**config.mk**
```make
export PLATFORM = sky130hd
export DESIGN_NAME = st2bus
export DESIGN_NICKNAME = d
export VERILOG_FILES = /design/src/rtl/st2bus_pkg.sv /design/src/rtl/st2bus_hdr.sv /design/src/rtl/st2bus.sv
export SDC_FILE = /design/constraint.sdc
export NUM_CORES = 2
export LEC_CHECK = 0
export ABC_CLOCK_PERIOD_IN_PS = 12400
export BUFFER_PORTS_ARGS = -buffer_cell sky130_fd_sc_hd__buf_4
export CAP_MARGIN = 20
export CORE_AREA = 2 2 330 332
export DETAILED_ROUTE_END_ITERATION = 8
export DIE_AREA = 0 0 332 334
export PLACE_DENSITY = 0.56
export SLEW_MARGIN = 20
export SYNTH_ARGS = -nofsm -noshare
export SYNTH_HDL_FRONTEND = slang
export SYNTH_SLANG_ARGS = --single-unit
```
**constraint.sdc**
```tcl
create_clock -name clk -period 12.4 [get_ports clk]
set_clock_uncertainty 0.05 [all_clocks]
set_input_delay 0.62 -clock clk [delete_from_list [all_inputs] [get_ports clk]]
set_output_delay 0.62 -clock clk [all_outputs]
set_load 0.02 [all_outputs]
```
**src/rtl/st2bus_pkg.sv**
```systemverilog
// st2bus shared types: FSM states, header layout, slot math.
// Used by st2bus and st2bus_hdr.
package st2bus_pkg;

  typedef enum logic [1:0] {
    S_IDLE,
    S_PACK,
    S_WAIT
  } state_t;

  localparam int HDR_FIRST  = 15;
  localparam int HDR_LAST   = 14;
  localparam int HDR_LERR   = 13;
  localparam int HDR_SEQ_HI = 12;
  localparam int HDR_SEQ_LO = 9;
  localparam int HDR_CNT_HI = 8;
  localparam int HDR_CNT_LO = 0;

  // Samples that fit in one bus payload.
  function automatic int nst_of(input int payload, input int st);
    return payload / st;
  endfunction

  // Header carries the bus index mod 16.
  function automatic logic [3:0] seq_of(input logic [31:0] idx);
    return idx[3:0];
  endfunction

endpackage

```
**src/rtl/st2bus_hdr.sv**
```systemverilog
// st2bus header builder: packs flags, bus index
// and sample count into the 16-bit header.
module st2bus_hdr
  import st2bus_pkg::*;
#(
  parameter int BUS_HEAD = 16,
  parameter int CW       = 9
) (
  input  logic                first,
  input  logic                last,
  input  logic                lerr,
  input  logic [3:0]          seq,
  input  logic [CW-1:0]       cnt,
  output logic [BUS_HEAD-1:0] hdr
);

  // Assemble header fields.
  always_comb begin
    hdr = '0;
    hdr[HDR_FIRST] = first;
    hdr[HDR_LAST]  = last;
    hdr[HDR_LERR]  = lerr;
    hdr[HDR_SEQ_HI:HDR_SEQ_LO] = seq;
    hdr[HDR_CNT_HI:HDR_CNT_LO] = cnt;
  end

endmodule

```
**src/rtl/st2bus.sv**
```systemverilog
// st2bus: packs Avalon-ST samples into 512-bit bus words.
// Optional ST2BUS_LEN_CHECK_EN adds st_len/len_err frame check.
module st2bus
  import st2bus_pkg::*;
#(
`ifdef ST2BUS_LEN_CHECK_EN
  parameter int w_NumOfST_in_AFUFrm  = 16,
`endif
  parameter int BUS                  = 512,
  parameter int BUS_HEAD             = 16,
  parameter int BUS_PAYLOAD          = 496,
  parameter int ST                   = 24,
  parameter int w_NumofST_in_Bus     = 9,
  parameter int w_NumOfBUS_in_AFUFrm = 11
) (
  input  logic                           clk,
  input  logic                           rst_n,
`ifdef ST2BUS_LEN_CHECK_EN
  input  logic [w_NumOfST_in_AFUFrm-1:0] st_len,
  output logic                           len_err,
`endif
  input  logic [ST-1:0]                  st_data,
  input  logic                           st_valid,
  input  logic                           st_sop,
  input  logic                           st_eop,
  output logic                           st_ready,
  output logic [BUS-1:0]                 bus_data,
  output logic                           bus_en,
  input  logic                           bus_ready
);

  localparam int NST = nst_of(BUS_PAYLOAD, ST);
  localparam int CW  = w_NumofST_in_Bus;
  localparam int BW  = w_NumOfBUS_in_AFUFrm;
  localparam logic [CW-1:0] LAST_SLOT = CW'(NST - 1);

  state_t                 state;
  logic [BUS_PAYLOAD-1:0] payload;
  logic [CW-1:0]          cnt_q;
  logic [BW-1:0]          idx_q;
  logic                   first_q;
  logic                   last_q;
  logic                   lerr_q;
  logic [3:0]             seq;
  logic [BUS_HEAD-1:0]    hdr;
  logic                   acc;
  logic                   start;
  logic                   emit;

  // st_ready is low in S_WAIT, so sop beats here
  // only arrive in S_IDLE or S_PACK.
  assign acc   = st_valid & st_ready;
  assign start = acc & st_sop;
  assign emit  = (state == S_WAIT) & bus_ready;
  assign seq   = seq_of(32'(idx_q));

  st2bus_hdr #(
    .BUS_HEAD(BUS_HEAD),
    .CW      (CW)
  ) u_hdr (
    .first(first_q),
    .last (last_q),
    .lerr (lerr_q),
    .seq  (seq),
    .cnt  (cnt_q),
    .hdr  (hdr)
  );

  // Packing FSM with registered handshake and bus outputs.
  always_ff @(posedge clk or negedge rst_n) begin
    if (!rst_n) begin
      state    <= S_IDLE;
      st_ready <= 1'b0;
      bus_en   <= 1'b0;
      bus_data <= '0;
      payload  <= '0;
      cnt_q    <= '0;
      idx_q    <= '0;
      first_q  <= 1'b0;
      last_q   <= 1'b0;
    end else begin
      bus_en <= 1'b0;
      if (start) begin
        payload  <= BUS_PAYLOAD'(st_data);
        cnt_q    <= CW'(1);
        idx_q    <= '0;
        first_q  <= 1'b1;
        last_q   <= st_eop;
        state    <= st_eop ? S_WAIT : S_PACK;
        st_ready <= ~st_eop;
      end else begin
        unique case (state)
          S_IDLE: st_ready <= 1'b1;
          S_PACK: begin
            st_ready <= 1'b1;
            if (acc) begin
              payload[32'(cnt_q)*ST +: ST] <= st_data;
              cnt_q <= cnt_q + 1'b1;
              if (st_eop || cnt_q == LAST_SLOT) begin
                state    <= S_WAIT;
                last_q   <= st_eop;
                st_ready <= 1'b0;
              end
            end
          end
          S_WAIT: begin
            st_ready <= bus_ready;
            if (bus_ready) begin
              bus_en   <= 1'b1;
              bus_data <= {payload, hdr};
              payload  <= '0;
              cnt_q    <= '0;
              first_q  <= 1'b0;
              idx_q    <= idx_q + 1'b1;
              state    <= last_q ? S_IDLE : S_PACK;
            end
          end
          default: begin
            state    <= S_IDLE;
            st_ready <= 1'b0;
          end
        endcase
      end
    end
  end

`ifdef ST2BUS_LEN_CHECK_EN
  localparam int LW = w_NumOfST_in_AFUFrm;

  logic [LW-1:0] beats_q;
  logic [LW-1:0] len_q;
  logic [LW-1:0] beats_nx;
  logic [LW-1:0] len_ref;

  assign beats_nx = st_sop ? LW'(1) : beats_q + 1'b1;
  assign len_ref  = st_sop ? st_len : len_q;

  // Count framed beats; flag a length mismatch on eop.
  always_ff @(posedge clk or negedge rst_n) begin
    if (!rst_n) begin
      beats_q <= '0;
      len_q   <= '0;
      lerr_q  <= 1'b0;
      len_err <= 1'b0;
    end else begin
      len_err <= emit & last_q & lerr_q;
      if (start || (acc && state == S_PACK)) begin
        beats_q <= beats_nx;
        lerr_q  <= st_eop & (beats_nx != len_ref);
        if (st_sop) len_q <= st_len;
      end
    end
  end
`else
  assign lerr_q = 1'b0;
`endif

endmodule

```
[After elaboration in Yosys (flattened, before gate mapping)]
Cells that the tools add are included.
Word-level totals
  output and inout port bits: 514
  input bits: 30
  logic and storage cells: 72
  bits in registers: 1033
Operators by class
  equal/unequal tests: 7
  mux-type cells: 33
  reductions and logical operators: 13
  bitwise gates (word level): 4
  add/subtract/negate cells: 3
  multiply operators: 1
  shift-type cells: 2
Operator list (count)
  2-to-1 mux 496 bit: 3
  case mux 496 bit (2 select lines): 1
  bitwise mux 496 bit: 1
  variable shift 24 x 34 -> 496 bit (first input constant): 1
  indexed part select 24 x 34 -> 496 bit: 1
  negator 14 -> 34 bit: 1
  2-to-1 mux 11 bit: 3
  2-to-1 mux 9 bit: 3
  case mux 9 bit (2 select lines): 1
  2-to-1 mux 1 bit: 14
  adder 11 x 1 -> 11 bit (second input constant): 1
  multiplier 9 x 2 -> 11 bit (second input constant): 1
  2-to-1 mux 2 bit: 5
  nonzero test 2 bit: 5
  adder 9 x 1 -> 9 bit (second input constant): 1
  equality test 9 x 5 -> 1 bit (second input constant): 1
  != test 3 bit (second input constant): 3
  AND reduction 3 bit: 3
  case mux 2 bit (3 select lines): 1
  AND reduction 4 bit: 1
  case mux 1 bit (3 select lines): 1
  nonzero test 3 bit: 1
  bitwise AND 1 bit: 2
  equality test 2 x 1 -> 1 bit (second input constant): 1
  other kinds (6): 7

[Logic depth before layout (Yosys ltp)]
  depth in word-level cells: 7
  gate-level depth with buffers: 19
  depth with buffers taken out: 15

[Modules after synthesis]
Synthesis repeated with hierarchy kept, for this count alone.
Second synthesis, totals
  cells, all modules: 3523
  area total of the unflattened synthesis: 42326.8 um^2
By module, submodules not included
  st2bus: seq. area each 25699.6 um^2, instances 1, cells each 3507, area each 42206.7 um^2
  st2bus_hdr: seq. area each 0.0 um^2, instances 1, cells each 16, area each 120.1 um^2

[Least setup slack after synthesis]
Ideal clock, no wire load.
  path kind: reg-to-reg
  start: register cnt_q[0]
  end: register payload[10]
  buffers on the path: 3
  path slack: 8.238 ns
  clock period less this slack: 4.162 ns
  cell stages (with the launch flop): 14
  data arrival time: 3.987 ns
  library setup time: 0.125 ns
  required time: 12.225 ns
  path through: dfrtp_1 -> buf_1 -> clkinv_1 -> clkbuf_1 -> ha_1 -> clkbuf_1 -> nor3_1 -> nand2_1 -> a211oi_4 -> mux2_2 -> o21ai_2 -> nor3_2 -> a21oi_1 -> mux2_2
On the way
  word-level cells in the longest chain between the ends: 7
  elaborated cells between the ends (all ways): 8
  those cells by class: add/sub: 1; mul: 1; shift: 2; mux: 4
RTL lines
  from (decl): line st2bus.sv:39  | logic [CW-1:0] cnt_q;
  from (signal assigned): line st2bus.sv:98  | cnt_q <= cnt_q + 1'b1;
  multiplier 9 x 2 -> 11 bit (*): line st2bus.sv:97  | payload[32'(cnt_q)*ST +: ST] <= st_data;
  negator 14 -> 34 bit (*): line st2bus.sv:97
  indexed part select 24 x 34 -> 496 bit / variable shift 24 x 34 -> 496 bit (equally long branches): line st2bus.sv:97
  bitwise mux 496 bit (*): line st2bus.sv:97
  2-to-1 mux 496 bit (*): line st2bus.sv:96  | if (acc) begin
  case mux 496 bit (2 select lines) (*): line st2bus.sv:92  | unique case (state)
  2-to-1 mux 496 bit (*): line st2bus.sv:83  | if (start) begin
  to (signal assigned): line st2bus.sv:84  | payload <= BUS_PAYLOAD'(st_data);
  to (signal, indexed assignment): line st2bus.sv:97
  to (decl): line st2bus.sv:38  | logic [BUS_PAYLOAD-1:0] payload;
Mark *: on every way between the ends. The rest lies on a longest branch, timed or not. The select of a mux whose other input is x is not followed.
A chain may end at the register's enable or synchronous reset.

[Final worst setup path]
  start: register cnt_q[0]
  end: register payload[243]
Same word-level chain as after synthesis.

==> metrics.md <==
| Metric | Value |
|---|---|
| CTS root buffer | clkbuf_16 |
| Gp weighted congestion | approximately 0.92 |
| Rel. slew slack | 18.4% |
| PwrDens | 225 nW/um^2 |
| Worst EP arrival | 6.50 ns |
| Core area | 108,000 sq um |
| Net Switching | approximately 5.1 mW |
| Tcrit/Tclk final | 48.0% |
| Mapped Cells | 4,578 |
| Reg clk slew, reported paths | roughly 0.06 ns |
| Hold Vio Cnt, Final | 0 |
| Placement Setup Slack | between 6 and 7 ns |
| Routed vias/inst | around 5.5 |
| Global-route wire length before repair | 231,000 um |
| Total Wirelength | 156,000 um |
| CP Data Required Time | 12.95 ns |
| Clock share of power | between 20% and 30% |
| EDFF count, synth | 0 |
| Share of layout cells above drive strength 1 | 16.5% |
| Largest net degree at the start of global routing | 181 |
| Crit. End Element | flip-flop |
| Period minus WS final | about 6 ns |
| Drt pass-1 iters | 6 |
| Core Rows | 121 |
| Largest cells by area after synthesis | dfrtp_1, nand2_1, o21ai_0 |
| Internal Power | 6.49 mW |
| Least-Margin Pin Slew | 1.22 ns |
| Global route overflow | 0 |
| Via count | 35.6k |
| R2R setup slack | 6.45 ns |
| Area Overhead vs Synth | 21.1% |
| Setup TNS | 0 ns |
| GRT met2 Usage | 42.8% |
| Dominant synthesized flop cell | dfrtp_1 |
| Mapped Avg Cell Area | roughly 9.3 sq um |
| Number of instances in the placed design | 6,300 |
| Hold Path Class | in -> reg |
| Grt peak-use layer | met2 |
| Die Span Y | 334 um |
| GRT met3 Usage | 6.20% |
| Seq/Total Area, Yosys | 60.3% |
| DP HPWL | 108,000 um |
| Filler Cell Count | 10.4k |
| Most common cell after layout, fill and taps aside | nand2_1 |
| IO Count | 544 |
| Routing usage on met1 | 37.1% |
| Nets | 5,048 |
| Tot GR Track Use | 27.6% |
| CTS tree | built |
| WL/cell | between 20 and 25 um |
| Htree depth | 3 |
| Leakage | 26.3 nW |
| Hold WS | 0.0738 ns |
| Achievable Freq | 0.168 GHz |
| Top-area cell type share of the netlist area | 60.3% |
| Yosys top cell by area | dfrtp_1 |
| Asr flop ratio synth | 100% |
| Max VDD drop | between 200 and 250 uV |
| Vias in the first global route | 34.8k |
| Post-Syn Area | 42,600 sq um |
| Status | finished, final reports clean |
| Clock Sinks | 1,026 |
| Final Worst Setup Slack | roughly 6.4 ns |
| Unique masters post-synth | 79 |
| Post-CTS sizing | 0 |
| Port-buffer cells | approximately 540 |
| Fin util | 47.8% |
| Drt first-iter violations | 3,235 |
| Ys Warns | 0 |
| DIE AREA | 111,000 sq um |
| ANT nets after route | 0 |
| Part of the power in combinational logic | between 30% and 40% |
| Initial antenna violation count | 8 |
| Final setup fails | 0 |
| Setup bufs post-CTS | 0 |
| Max-cap violations | 0 |
| Startpoint Class | flip-flop |
| Worst-Skew Late Latency | between 0.7 and 0.8 ns |
| Residual DRC | 0 |
| Reg power frac | 33.1% |
| Critical path class | reg -> reg |
| Most frequent cells in the layout | nand2_1, dfrtp_1, buf_4 |
| Net Sw Frac | 44.0% |
| Critical path fanouts, max | 77 |
| Non-filler cells, final | 6,513 |
| Clk buf depth | 3 |
| Initial Util | 39.5% |
| Count of state elements after synthesis | 1,026 |
| Die Wd | approximately 330 um |
| RSZ-0062 raised after global routing | no |
| Clock buffer count from CTS | 110 |
| Slew Viols, Final | 0 |
| Synth Net Count | 4,626 |
-- through the flow --
| step | area (sq um) | total power, mW |
|---|---|---|
| finish | 51500 | 11.6 |
| global route | 51500 | 12.0 |
| CTS | 51500 | 11.6 |
| detailed placement | 47900 | 8.24 |
| global placement | 47800 | 8.21 |
| floorplan | 42600 | 6.21 |
-- path summary, 6_finish.rpt --
check,startpoint,to,cells after the start
worst max-delay path,cnt_q[0],payload[243],16
worst max register to register,cnt_q[0],payload[243],16
worst min register to register,payload[347],bus_data[363],2
max in group asynchronous,rst_n,bus_data[149],4
worst min-delay path,st_eop,state[0],2
min in group asynchronous,rst_n,bus_data[348],2
-- final cells by class --
class / instances / area [sq um] / share of cell area [%]
antenna: 7 / 17.5 / 0.0340
timing repair buffer: 606 / 4620 / 8.97
clock inverter: 37 / 369 / 0.716
multi-input combinational: 3233 / 15700 / 30.5
clock buffer: 167 / 3270 / 6.34
tap: 1414 / 1770 / 3.43
sequential: 1026 / 25700 / 49.8
inverter: 23 / 93.8 / 0.182
-- worst max-delay path: stages (launching register included) --
cell and delay (ns):
dfrtp_2 0.36, buf_4 0.63, ha_1 0.36, fa_1 0.51
nand2b_1 0.28, nor2_1 0.23, o2111ai_1 0.19, a21oi_2 0.38
and2_1 0.20, ha_1 0.14, nor2b_1 0.19, o21a_2 0.16
buf_4 0.49, nand4_1 0.63, buf_4 0.42, o21a_1 0.29
o31ai_1 0.30
-- sequential cells by signal (all words and copies together) (netlist names), 2 cells and up --
signal / flops
payload: 496
cnt_q: 9
state: 2
idx_q: 4
bus_data: 511
-- logic make-up after synthesis --
group / count (synthesis) / share of synthesized area [%]
other cells: 1 / 0.00881
buf+inv: 319 / 2.91
compound gates: 778 / 11.6
simple gates: 2376 / 23.2
mux: 38 / 0.938
xor+xnor: 22 / 0.453
flops: 1026 / 60.3
fa+ha+maj: 18 / 0.547
-- power groups by stage --
stage	clock network, mW	logic, mW	registers, mW
3_5_place_dp	0	4.34	3.89
5_1_grt	3.52	4.66	3.87
6_report	3.31	4.43	3.84
2_1_floorplan	0	2.20	4.01
4_1_cts	3.38	4.35	3.84
3_3_place_gp	0	4.31	3.89
-- cell usage after synthesis, types with 29 or more instances --
cell / number
clkbuf_1: 243
dfrtp_1: 1026
nor2_1: 105
buf_1: 29
nand2_1: 1764
o211ai_1: 34
nand4_1: 55
a22o_1: 73
a21oi_1: 78
nand3_1: 344
o21ai_0: 352
a22oi_1: 29
o2bb2ai_1: 69
-- routing by layer --
layer / vias up / part of all wire, %
met5: - / 0.012
met4: 2 / 4.4
met3: 301 / 7.4
met2: 1271 / 46
met1: 17700 / 42
li1: 16200 / -
-- repair_timing --
action | in CTS | in global routing
hold endpoints to repair | 41 | 0
hold buffers | 1 | 0
setup endpoints to repair | 0 | 0
(Power assumes the default switching activity.)
